**config.mk**
```make
export PLATFORM = sky130hd
export DESIGN_NAME = flyer_swarm_ctrl
export DESIGN_NICKNAME = d
export VERILOG_FILES = /design/src/rtl/flyer_swarm_ctrl.sv
export SDC_FILE = /design/constraint.sdc
export NUM_CORES = 1
export LEC_CHECK = 0
export ABC_AREA = 1
export BUFFER_PORTS_ARGS = -buffer_cell sky130_fd_sc_hd__buf_2
export CAP_MARGIN = 15
export CORE_MARGIN = 2
export CORE_UTILIZATION = 50
export CTS_BUF_LIST = sky130_fd_sc_hd__clkbuf_4 sky130_fd_sc_hd__clkbuf_8
export CTS_CLUSTER_SIZE = 25
export DETAILED_ROUTE_END_ITERATION = 10
export HOLD_SLACK_MARGIN = 0.15
export PLACE_DENSITY = 0.67
export SYNTH_ARGS = -nofsm -noshare
export SYNTH_HDL_FRONTEND = slang
export SYNTH_SLANG_ARGS = --single-unit
export TNS_END_PERCENT = 100
```
**constraint.sdc**
```tcl
create_clock -name clk -period 5.8 [get_ports clk]
set_input_delay 0 -clock clk [delete_from_list [all_inputs] [get_ports clk]]
set_output_delay 0 -clock clk [all_outputs]
set_load 0.02 [all_outputs]
```
**src/rtl/flyer_swarm_ctrl.sv**
```systemverilog
// N-channel airborne enemy mover: spawn/fly/cooldown per channel, fixed-point motion with bounce and random reversal.
// Optional build macro SWARM_STAGGER_EN: channel i parks at START_Y + i*STAGGER_Y instead of START_Y.
module flyer_swarm_ctrl #(
    parameter int N_FLYERS        = 4,
    parameter int FRAC_BITS       = 6,
    parameter int X_SPEED         = -120,
    parameter int Y_SPEED         = 70,
    parameter int START_X         = 680,
    parameter int START_Y         = 60,
    parameter int STAGGER_Y       = 40,
    parameter int Y_MIN           = 20,
    parameter int Y_MAX           = 180,
    parameter int EXIT_X          = -50,
    parameter int SPAWN_LO        = 500,
    parameter int SPAWN_HI        = 605,
    parameter int FLIP_LO         = 300,
    parameter int FLIP_HI         = 600,
    parameter int COOLDOWN_FRAMES = 30
) (
    input  logic                    clk,
    input  logic                    resetN,
    input  logic                    startOfFrame,
    input  logic                    pause,
    input  logic [10:0]             RNG,
    input  logic [N_FLYERS-1:0]     hit,
    output logic [N_FLYERS*11-1:0]  topLeftX,
    output logic [N_FLYERS*11-1:0]  topLeftY,
    output logic [N_FLYERS-1:0]     active,
    output logic [3:0]              activeCount
);

    localparam int PW = 11 + FRAC_BITS;
    localparam int CW = $clog2(COOLDOWN_FRAMES + 1);
`ifdef SWARM_STAGGER_EN
    localparam int STAGGER_STEP = STAGGER_Y;
`else
    localparam int STAGGER_STEP = 0;
`endif

    localparam logic signed [PW-1:0] PARK_X  = PW'(START_X * (2 ** FRAC_BITS));
    localparam logic signed [PW-1:0] X_STEP  = PW'(X_SPEED);
    localparam logic signed [15:0]   VY_UP   = 16'(Y_SPEED);
    localparam logic signed [15:0]   VY_DN   = 16'(-Y_SPEED);
    localparam logic signed [10:0]   YMIN_PX = 11'(Y_MIN);
    localparam logic signed [10:0]   YMAX_PX = 11'(Y_MAX);
    localparam logic signed [10:0]   EXIT_PX = 11'(EXIT_X);
    localparam logic [CW-1:0]        CD_LOAD = CW'(COOLDOWN_FRAMES);

    typedef enum logic [1:0] {IDLE, FLY, COOLDOWN} state_t;

    function automatic logic [11:0] offset(input logic [2:0] idx);
        case (idx)
            3'd0:    return 12'd6;
            3'd1:    return 12'd501;
            3'd2:    return 12'd80;
            3'd3:    return 12'd100;
            3'd4:    return 12'd140;
            3'd5:    return 12'd18;
            3'd6:    return 12'd44;
            default: return 12'd340;
        endcase
    endfunction

    function automatic logic [11:0] sample(input logic [10:0] rnd, input logic [2:0] idx);
        return {1'b0, rnd} + offset(idx);
    endfunction

    function automatic logic in_window(input logic [11:0] s, input int lo, input int hi);
        return (int'(s) >= lo) && (int'(s) < hi);
    endfunction

    function automatic logic signed [PW-1:0] park_y(input int ch);
        return PW'((START_Y + ch * STAGGER_STEP) * (2 ** FRAC_BITS));
    endfunction

    // Pixel coordinate is the integer part of the fixed-point position (floor).
    function automatic logic signed [10:0] pixel(input logic signed [PW-1:0] p);
        return p[PW-1:FRAC_BITS];
    endfunction

    state_t                st_q  [N_FLYERS];
    state_t                st_d  [N_FLYERS];
    logic signed [PW-1:0]  x_q   [N_FLYERS];
    logic signed [PW-1:0]  x_d   [N_FLYERS];
    logic signed [PW-1:0]  y_q   [N_FLYERS];
    logic signed [PW-1:0]  y_d   [N_FLYERS];
    logic signed [15:0]    vy_q  [N_FLYERS];
    logic signed [15:0]    vy_d  [N_FLYERS];
    logic [CW-1:0]         cnt_q [N_FLYERS];
    logic [CW-1:0]         cnt_d [N_FLYERS];
    logic [2:0]            frame_idx;
    logic                  frame_go;
    logic                  spawn_ok;
    logic                  spawned;
    logic signed [15:0]    vy_new;
    logic signed [PW-1:0]  x_new;
    logic [3:0]            count_d;

    always_comb begin
        frame_go = startOfFrame && !pause;
        spawn_ok = frame_go && in_window(sample(RNG, frame_idx), SPAWN_LO, SPAWN_HI);
        spawned  = 1'b0;
        vy_new   = '0;
        x_new    = '0;
        count_d  = '0;
        for (int i = 0; i < N_FLYERS; i++) begin
            st_d[i]  = st_q[i];
            x_d[i]   = x_q[i];
            y_d[i]   = y_q[i];
            vy_d[i]  = vy_q[i];
            cnt_d[i] = cnt_q[i];
            case (st_q[i])
                IDLE: begin
                    x_d[i]  = PARK_X;
                    y_d[i]  = park_y(i);
                    vy_d[i] = VY_UP;
                    if (spawn_ok && !spawned) begin
                        st_d[i] = FLY;
                        spawned = 1'b1;
                    end
                end
                FLY: begin
                    if (hit[i]) begin
                        st_d[i]  = COOLDOWN;
                        cnt_d[i] = CD_LOAD;
                    end else if (frame_go) begin
                        if (pixel(y_q[i]) < YMIN_PX)
                            vy_new = VY_UP;
                        else if (pixel(y_q[i]) > YMAX_PX)
                            vy_new = VY_DN;
                        else if (in_window(sample(RNG, frame_idx + 3'(i)), FLIP_LO, FLIP_HI))
                            vy_new = -vy_q[i];
                        else
                            vy_new = vy_q[i];
                        x_new   = x_q[i] + X_STEP;
                        x_d[i]  = x_new;
                        y_d[i]  = y_q[i] + PW'(vy_new);
                        vy_d[i] = vy_new;
                        if (pixel(x_new) <= EXIT_PX) begin
                            st_d[i]  = COOLDOWN;
                            cnt_d[i] = CD_LOAD;
                        end
                    end
                end
                COOLDOWN: begin
                    if (frame_go) begin
                        if (cnt_q[i] <= CW'(1)) begin
                            st_d[i]  = IDLE;
                            cnt_d[i] = '0;
                            x_d[i]   = PARK_X;
                            y_d[i]   = park_y(i);
                            vy_d[i]  = VY_UP;
                        end else begin
                            cnt_d[i] = cnt_q[i] - CW'(1);
                        end
                    end
                end
                default: st_d[i] = IDLE;
            endcase
            count_d = count_d + 4'(st_d[i] == FLY);
        end
    end

    always_ff @(posedge clk or negedge resetN) begin
        if (!resetN) begin
            frame_idx   <= '0;
            activeCount <= '0;
            for (int i = 0; i < N_FLYERS; i++) begin
                st_q[i]  <= IDLE;
                x_q[i]   <= PARK_X;
                y_q[i]   <= park_y(i);
                vy_q[i]  <= VY_UP;
                cnt_q[i] <= '0;
            end
        end else begin
            if (startOfFrame)
                frame_idx <= frame_idx + 3'd1;
            activeCount <= count_d;
            for (int i = 0; i < N_FLYERS; i++) begin
                st_q[i]  <= st_d[i];
                x_q[i]   <= x_d[i];
                y_q[i]   <= y_d[i];
                vy_q[i]  <= vy_d[i];
                cnt_q[i] <= cnt_d[i];
            end
        end
    end

    // Positions only change on FLY updates and reparks, so COOLDOWN holds the last pixels.
    for (genvar g = 0; g < N_FLYERS; g++) begin : g_out
        assign topLeftX[11*g +: 11] = pixel(x_q[g]);
        assign topLeftY[11*g +: 11] = pixel(y_q[g]);
        assign active[g]            = (st_q[g] == FLY);
    end

endmodule

```
==> results of run 1 <==
## worst max-delay path: cells and delay by family (launching register included)
family,cells,cell delay (ns)
adders and majority gates,5,1.46
buffers and inverters,6,0.60
DFF,1,0.46
and+or+nand+nor,17,1.68
AOI/OAI and AO/OA,6,0.96
## cell usage in the layout, fill, tap and decap left out, drive strengths merged, types with 15 or more instances in the layout
| cell type | Yosys | layout |
|---|---|---|
| o21ai | 170 | 170 |
| a21boi | 17 | 17 |
| nand2 | 756 | 756 |
| xor2 | 68 | 68 |
| nor2 | 237 | 237 |
| dfstp | 44 | 44 |
| buf | 105 | 157 |
| o22ai | 77 | 77 |
| ha | 144 | 144 |
| a31oi | 18 | 18 |
| nor3 | 51 | 51 |
| inv | 517 | 517 |
| clkinv | 4 | 15 |
| dfrtp | 178 | 178 |
| nand3 | 257 | 257 |
| clkbuf | 35 | 67 |
| a21oi | 131 | 131 |
| nand4 | 58 | 58 |
## registers in the layout, indices dropped and copies added, names as in the netlist
| name | count |
|---|---|
| y_q | 24 |
| topLeftY | 44 |
| frame_idx | 3 |
| vy_q | 64 |
| topLeftX | 44 |
| activeCount | 3 |
| cnt_q | 20 |
| st_q | 8 |
| x_q | 12 |
## layer usage
layer	vias up	track usage, %	part of all wire, %
met3	102	3.54	4.2
met5	-	0	0
met2	424	43.9	47
met1	8928	33.9	46
li1	9784	-	-
met4	0	10.3	3.1
## cells by family after synthesis
family / after synthesis / share of synthesized area, %
AO/OA/AOI/OAI: 484 / 14.1
XOR/XNOR: 73 / 3.19
adder cells (fa/ha/maj): 153 / 9.89
buffers and inverters: 661 / 14.2
flip-flops: 222 / 28.0
multiplexers: 1 / 0.0562
other: 1 / 0.0187
AND/OR/NAND/NOR: 1389 / 30.6
## worst paths after layout
check | depth (start not counted) | end | slack, ns | start
worst min register to register | 2 | topLeftX[9] | 0.51 | topLeftX[9]
min in group asynchronous | 3 | st_q[3] | 0.51 | resetN
worst max register to register | 34 | topLeftY[34] | 0.46 | frame_idx[1]
worst max-delay path | 34 | topLeftY[34] | 0.46 | frame_idx[1]
worst min-delay path | 7 | vy_q[19] | 0.21 | RNG[10]
max in group asynchronous | 4 | topLeftY[6] | 4.18 | resetN
## per-stage QoR
stage          TNS, ns  cells  hold WS, ns
2_1_floorplan        0   2984       -0.296
6_report             0   3620        0.210
3_5_place_dp         0   3517        0.152
4_1_cts              0   3612        0.185
5_1_grt         -0.271   3620        0.242
3_3_place_gp         0   3517        0.153
## area by class of cell
cell class	instances	area, um^2	share of cell area (%)
Clock inverter	15	109	0.495
Inverter	521	1960	8.93
Tap cell	525	657	2.99
Multi-Input combinational cell	2101	11700	53.4
Timing Repair Buffer	169	1050	4.76
Sequential cell	222	5610	25.5
Clock buffer	67	847	3.85
## repair_timing
action | CTS | global route
endpoints found under the setup margin | 0 | 51
endpoints found under the hold margin | 207 | 0
hold buffers | 13 | 0
setup buffers | 0 | 8
resized for setup | 0 | 41
==> results.py, run 1 <==
metrics = {
    "run_status": {
        "status": "completed",
    },
    "synthesis": {
        "ys.flop_type": "dfrtp_1",
        "synth_area_leaders": "dfrtp_1, nand2_1, inv_1, ha_1, nand3_1",
        "synth_edf_count": 0,
        "netlist_top_cells_count": "nand2_1, inv_1, nand3_1",
        "syn_avg_cell_area_um2": 6.71,
        "ys_ff_latch": 222,
        "synthArstFlopShare_pct": 100,
        "seq_area_frac_synth_pct": 28.0,
        "synth.net_count": 3156,
        "yosysWarnings": 0,
        "synthDistinctLibCells": 63,
        "synth_cells": 2984,
        "yosysMostFrequentCell": "nand2_1",
        "netlist.area_leader.share_pct": 22.2,
        "syn_area_um2": 20000,
        "synth_top_area_cell": "dfrtp_1",
    },
    "layout": {
        "design_area_um2": 22000,
        "fill_cells": 3903,
        "drive_above_1_share_pct": 13.2,
        "nets": 3231,
        "fin_util_pct": 55.5,
        "diodes": 0,
        "area_growth_pct": 9.74,
    },
    "setup_path": {
        "critPathArrivalTime_ns": 5.82,
        "crit_top_cell": "nand2_1",
        "cpMaxStageDelayCell": "dfrtp_2",
        "start_kind": "flop",
        "path_class": "flop to flop",
        "cpPeakStageDelay_ns": 0.46,
        "worst_setup_path_end_kind": "flop",
        "critPathMaxFanout": 9,
        "required_ns": 6.29,
    },
    "clocking": {
        "htree_num_levels": 2,
        "cts_root_buffer": "clkbuf_8",
        "cts.sinks": 222,
        "cts.clk_slew.worst_paths_ns": 0.07,
        "cts_tree": "done",
        "clk_path_buf_depth": 3,
        "cts_buffers": 44,
        "worstSkewPairLatency_ns": 0.65,
    },
    "die": {
        "ios": 115,
        "die_h_um": 204,
        "dieArea_um2": 41700,
        "row_count": 73,
        "core_area_um2": 39600,
        "start_util_pct": 50.5,
        "die_x_um": 204,
    },
    "drt": {
        "wl_per_cell_um": 14.9,
        "vias": 19238,
        "drc": 0,
        "ant_nets": 0,
        "drtIter0Drc": 1140,
        "drt-vias-per-instance": 5.31,
        "dr.pass1.iters": 6,
        "drt-total-wl_um": 54000,
    },
    "job": {
        "maxCapViolations": 0,
    },
    "placed_design": {
        "portBuffers": 113,
        "gp_congestion": 0.895,
        "hpwl_um": 39700,
        "placed_area_um2": 20600,
        "pre_cts_ws_ns": 0.182,
    },
    "timing": {
        "finalHoldViolCount": 0,
        "finalMaxSlewViolations": 0,
        "setup_slack_ns": 0.465,
        "worst_pin_slew_ns": 1.07,
        "fmax_mhz": 187,
        "skew_ns": 0.0627,
        "post-route-period-util_pct": 92.0,
        "layout_min_cycle_time_ns": 5.34,
        "relSlewSlack_pct": 28.8,
        "setup_viol": 0,
    },
    "grt": {
        "antenna_found_initial": 0,
        "grt_pass1_wl_um": 90000,
        "track_usage_pct": 26.1,
        "grt_overflow_total": 0,
        "grt_max_degree": 62,
        "grt_pass1_vias": 18840,
    },
    "worst_hold_path": {
        "hp-class": "input pin to flop",
    },
}
Power of run 1 is left out: the tool's default activity adds up to more than one toggle a clock period on the data nets, which glitch-free logic cannot reach.
==> run 2: changes to the inputs <==
--- a/config.mk
+++ b/config.mk
@@ -6,15 +6,14 @@
 export NUM_CORES = 1
 export LEC_CHECK = 0
 export ABC_AREA = 1
-export BUFFER_PORTS_ARGS = -buffer_cell sky130_fd_sc_hd__buf_2
-export CAP_MARGIN = 15
+export CAP_MARGIN = 20
 export CORE_MARGIN = 2
 export CORE_UTILIZATION = 50
 export CTS_BUF_LIST = sky130_fd_sc_hd__clkbuf_4 sky130_fd_sc_hd__clkbuf_8
 export CTS_CLUSTER_SIZE = 25
 export DETAILED_ROUTE_END_ITERATION = 10
+export DONT_BUFFER_PORTS = 1
 export HOLD_SLACK_MARGIN = 0.15
-export PLACE_DENSITY = 0.67
 export SYNTH_ARGS = -nofsm -noshare
 export SYNTH_HDL_FRONTEND = slang
 export SYNTH_SLANG_ARGS = --single-unit
==> run 2 against run 1 <==
Clock skew decreased by 0.040 ns. Register-to-register slack about the same. Critical endpoint is now topLeftY[26]. Wire length decreased by 0.62%.
==> results.py, run 2 (synthesis results as in run 1) <==
metrics = {
    "run_status": {
        "status": "completed",
    },
    "worst_hold_path": {
        "hp-class": "input pin to async pin",
    },
    "layout": {
        "final_common_cell": "nand2_1",
        "design_area_um2": 21400,
        "fill_cells": 4031,
        "drive_above_1_share_pct": 9.79,
        "multi_input_area_um2": 11700,
        "largest_reg_flops": 64,
        "area_growth_pct": 6.97,
        "regArea_um2": 5610,
        "final_cell_mix": "nand2_1, inv_1, nand3_1, nor2_1, dfrtp_1",
        "diodes": 0,
        "nets": 3119,
        "top_register": "vy_q",
    },
    "drt": {
        "route.met3.wl_um": 2720,
        "wl_met1_um": 25300,
        "dr.pass1.iters": 5,
        "vias": 18790,
        "wl_met2_um": 24200,
        "drt-vias-per-instance": 5.36,
        "ant_nets": 0,
        "drtIter0Drc": 1239,
        "drt-total-wl_um": 53700,
        "drc": 0,
        "wl_per_cell_um": 15.3,
        "routed.top_layer": "met5",
    },
    "die": {
        "dieArea_um2": 41700,
        "start_util_pct": 50.5,
        "die_x_um": 204,
        "core_area_um2": 39600,
        "row_count": 73,
        "ios": 115,
        "die_h_um": 204,
    },
    "grt": {
        "track_usage_pct": 26.1,
        "antenna_found_initial": 1,
        "grt_max_degree": 223,
        "grt_pass1_wl_um": 89400,
        "grt_pass1_vias": 18143,
        "grt_overflow_total": 0,
    },
    "clocking": {
        "cts_tree": "done",
        "htree_num_levels": 2,
        "worstSkewPairLatency_ns": 0.60,
        "cts.clk_slew.worst_paths_ns": 0.06,
        "cts_root_buffer": "clkbuf_8",
        "cts_buffers": 44,
        "cts.sinks": 222,
        "clk_path_buf_depth": 3,
    },
    "timing": {
        "relSlewSlack_pct": 6.39,
        "post-route-period-util_pct": 91.9,
        "setup_viol": 0,
        "fmax_mhz": 188,
        "finalMaxSlewViolations": 0,
        "rsz0062_at_grt": "true",
        "finalHoldViolCount": 0,
        "layout_min_cycle_time_ns": 5.33,
        "skew_ns": 0.0230,
        "worst_pin_slew_ns": 1.40,
    },
    "setup_path": {
        "critPathMaxFanout": 13,
        "crit_top_cell": "nand2_1",
        "required_ns": 6.29,
        "critPathArrivalTime_ns": 5.82,
        "cpMaxStageDelayCell": "dfrtp_2",
        "start_kind": "flop",
        "cpPeakStageDelay_ns": 0.43,
        "path_class": "flop to flop",
        "worst_setup_path_end_kind": "flop",
    },
    "job": {
        "maxCapViolations": 0,
    },
    "placed_design": {
        "hpwl_um": 39400,
        "gp_congestion": 0.937,
        "placed_area_um2": 20100,
        "portBuffers": 0,
    },
}
==> run 2: area by class of cell <==
cell class / count / area share (%)
clock inverters: 13 / 0.800
clock buffers: 68 / 4.02
flip-flops and latches: 222 / 26.2
well taps: 525 / 3.07
repair buffers: 57 / 2.23
inverters: 521 / 9.14
multi-input cells: 2101 / 54.6
==> run 2: critical path: cells and delay by family (launching register included) <==
family,cells,cell delay [ns]
simple gates,21,2.21
fa+ha+maj,3,1.07
buf+inv,7,0.80
compound gates,6,0.71
flops,1,0.43
==> run 2: worst paths after layout <==
path	from	endpoint	slack, ns	depth (start not counted)
max reg2reg	frame_idx[1]	topLeftY[26]	0.47	37
max in group asynchronous	resetN	x_q[3]	4.53	2
max	frame_idx[1]	topLeftY[26]	0.47	37
min in group clk	RNG[9]	vy_q[35]	0.20	7
min	resetN	frame_idx[2]	0.07	2
min reg2reg	y_q[0]	y_q[0]	0.51	1
==> run 2: what timing repair did <==
item	4_1_cts	5_1_grt
setup endpoints to repair	0	52
endpoints found under the hold margin	329	0
buffers inserted	0	4
gates resized for setup	0	32
hold buffers	13	0
==> run 2: layer usage <==
layer | vias to the layer above | track usage [%]
met5 | - | 0
met4 | 2 | 8.77
met3 | 96 | 4.46
met2 | 386 | 42.5
met1 | 8740 | 35.0
li1 | 9566 | -
==> run 2: per-stage QoR <==
| step | util [%] | hold slack [ns] | setup WS (ns) | instances | TNS (ns) |
|---|---|---|---|---|---|
| 3_3_place_gp | 50.7 | -0.288 | 0.330 | 3409 | 0 |
| 2_1_floorplan | - | -0.296 | 0.702 | 2984 | 0 |
| 5_1_grt | 54.1 | 0.199 | -0.0538 | 3507 | -0.166 |
| 6_report | 54.1 | 0.0657 | 0.469 | 3507 | 0 |
| 3_5_place_dp | 50.7 | -0.283 | 0.176 | 3409 | 0 |
| 4_1_cts | 53.7 | 0.153 | 0.171 | 3503 | 0 |
Power of run 2 is left out for the same reason.
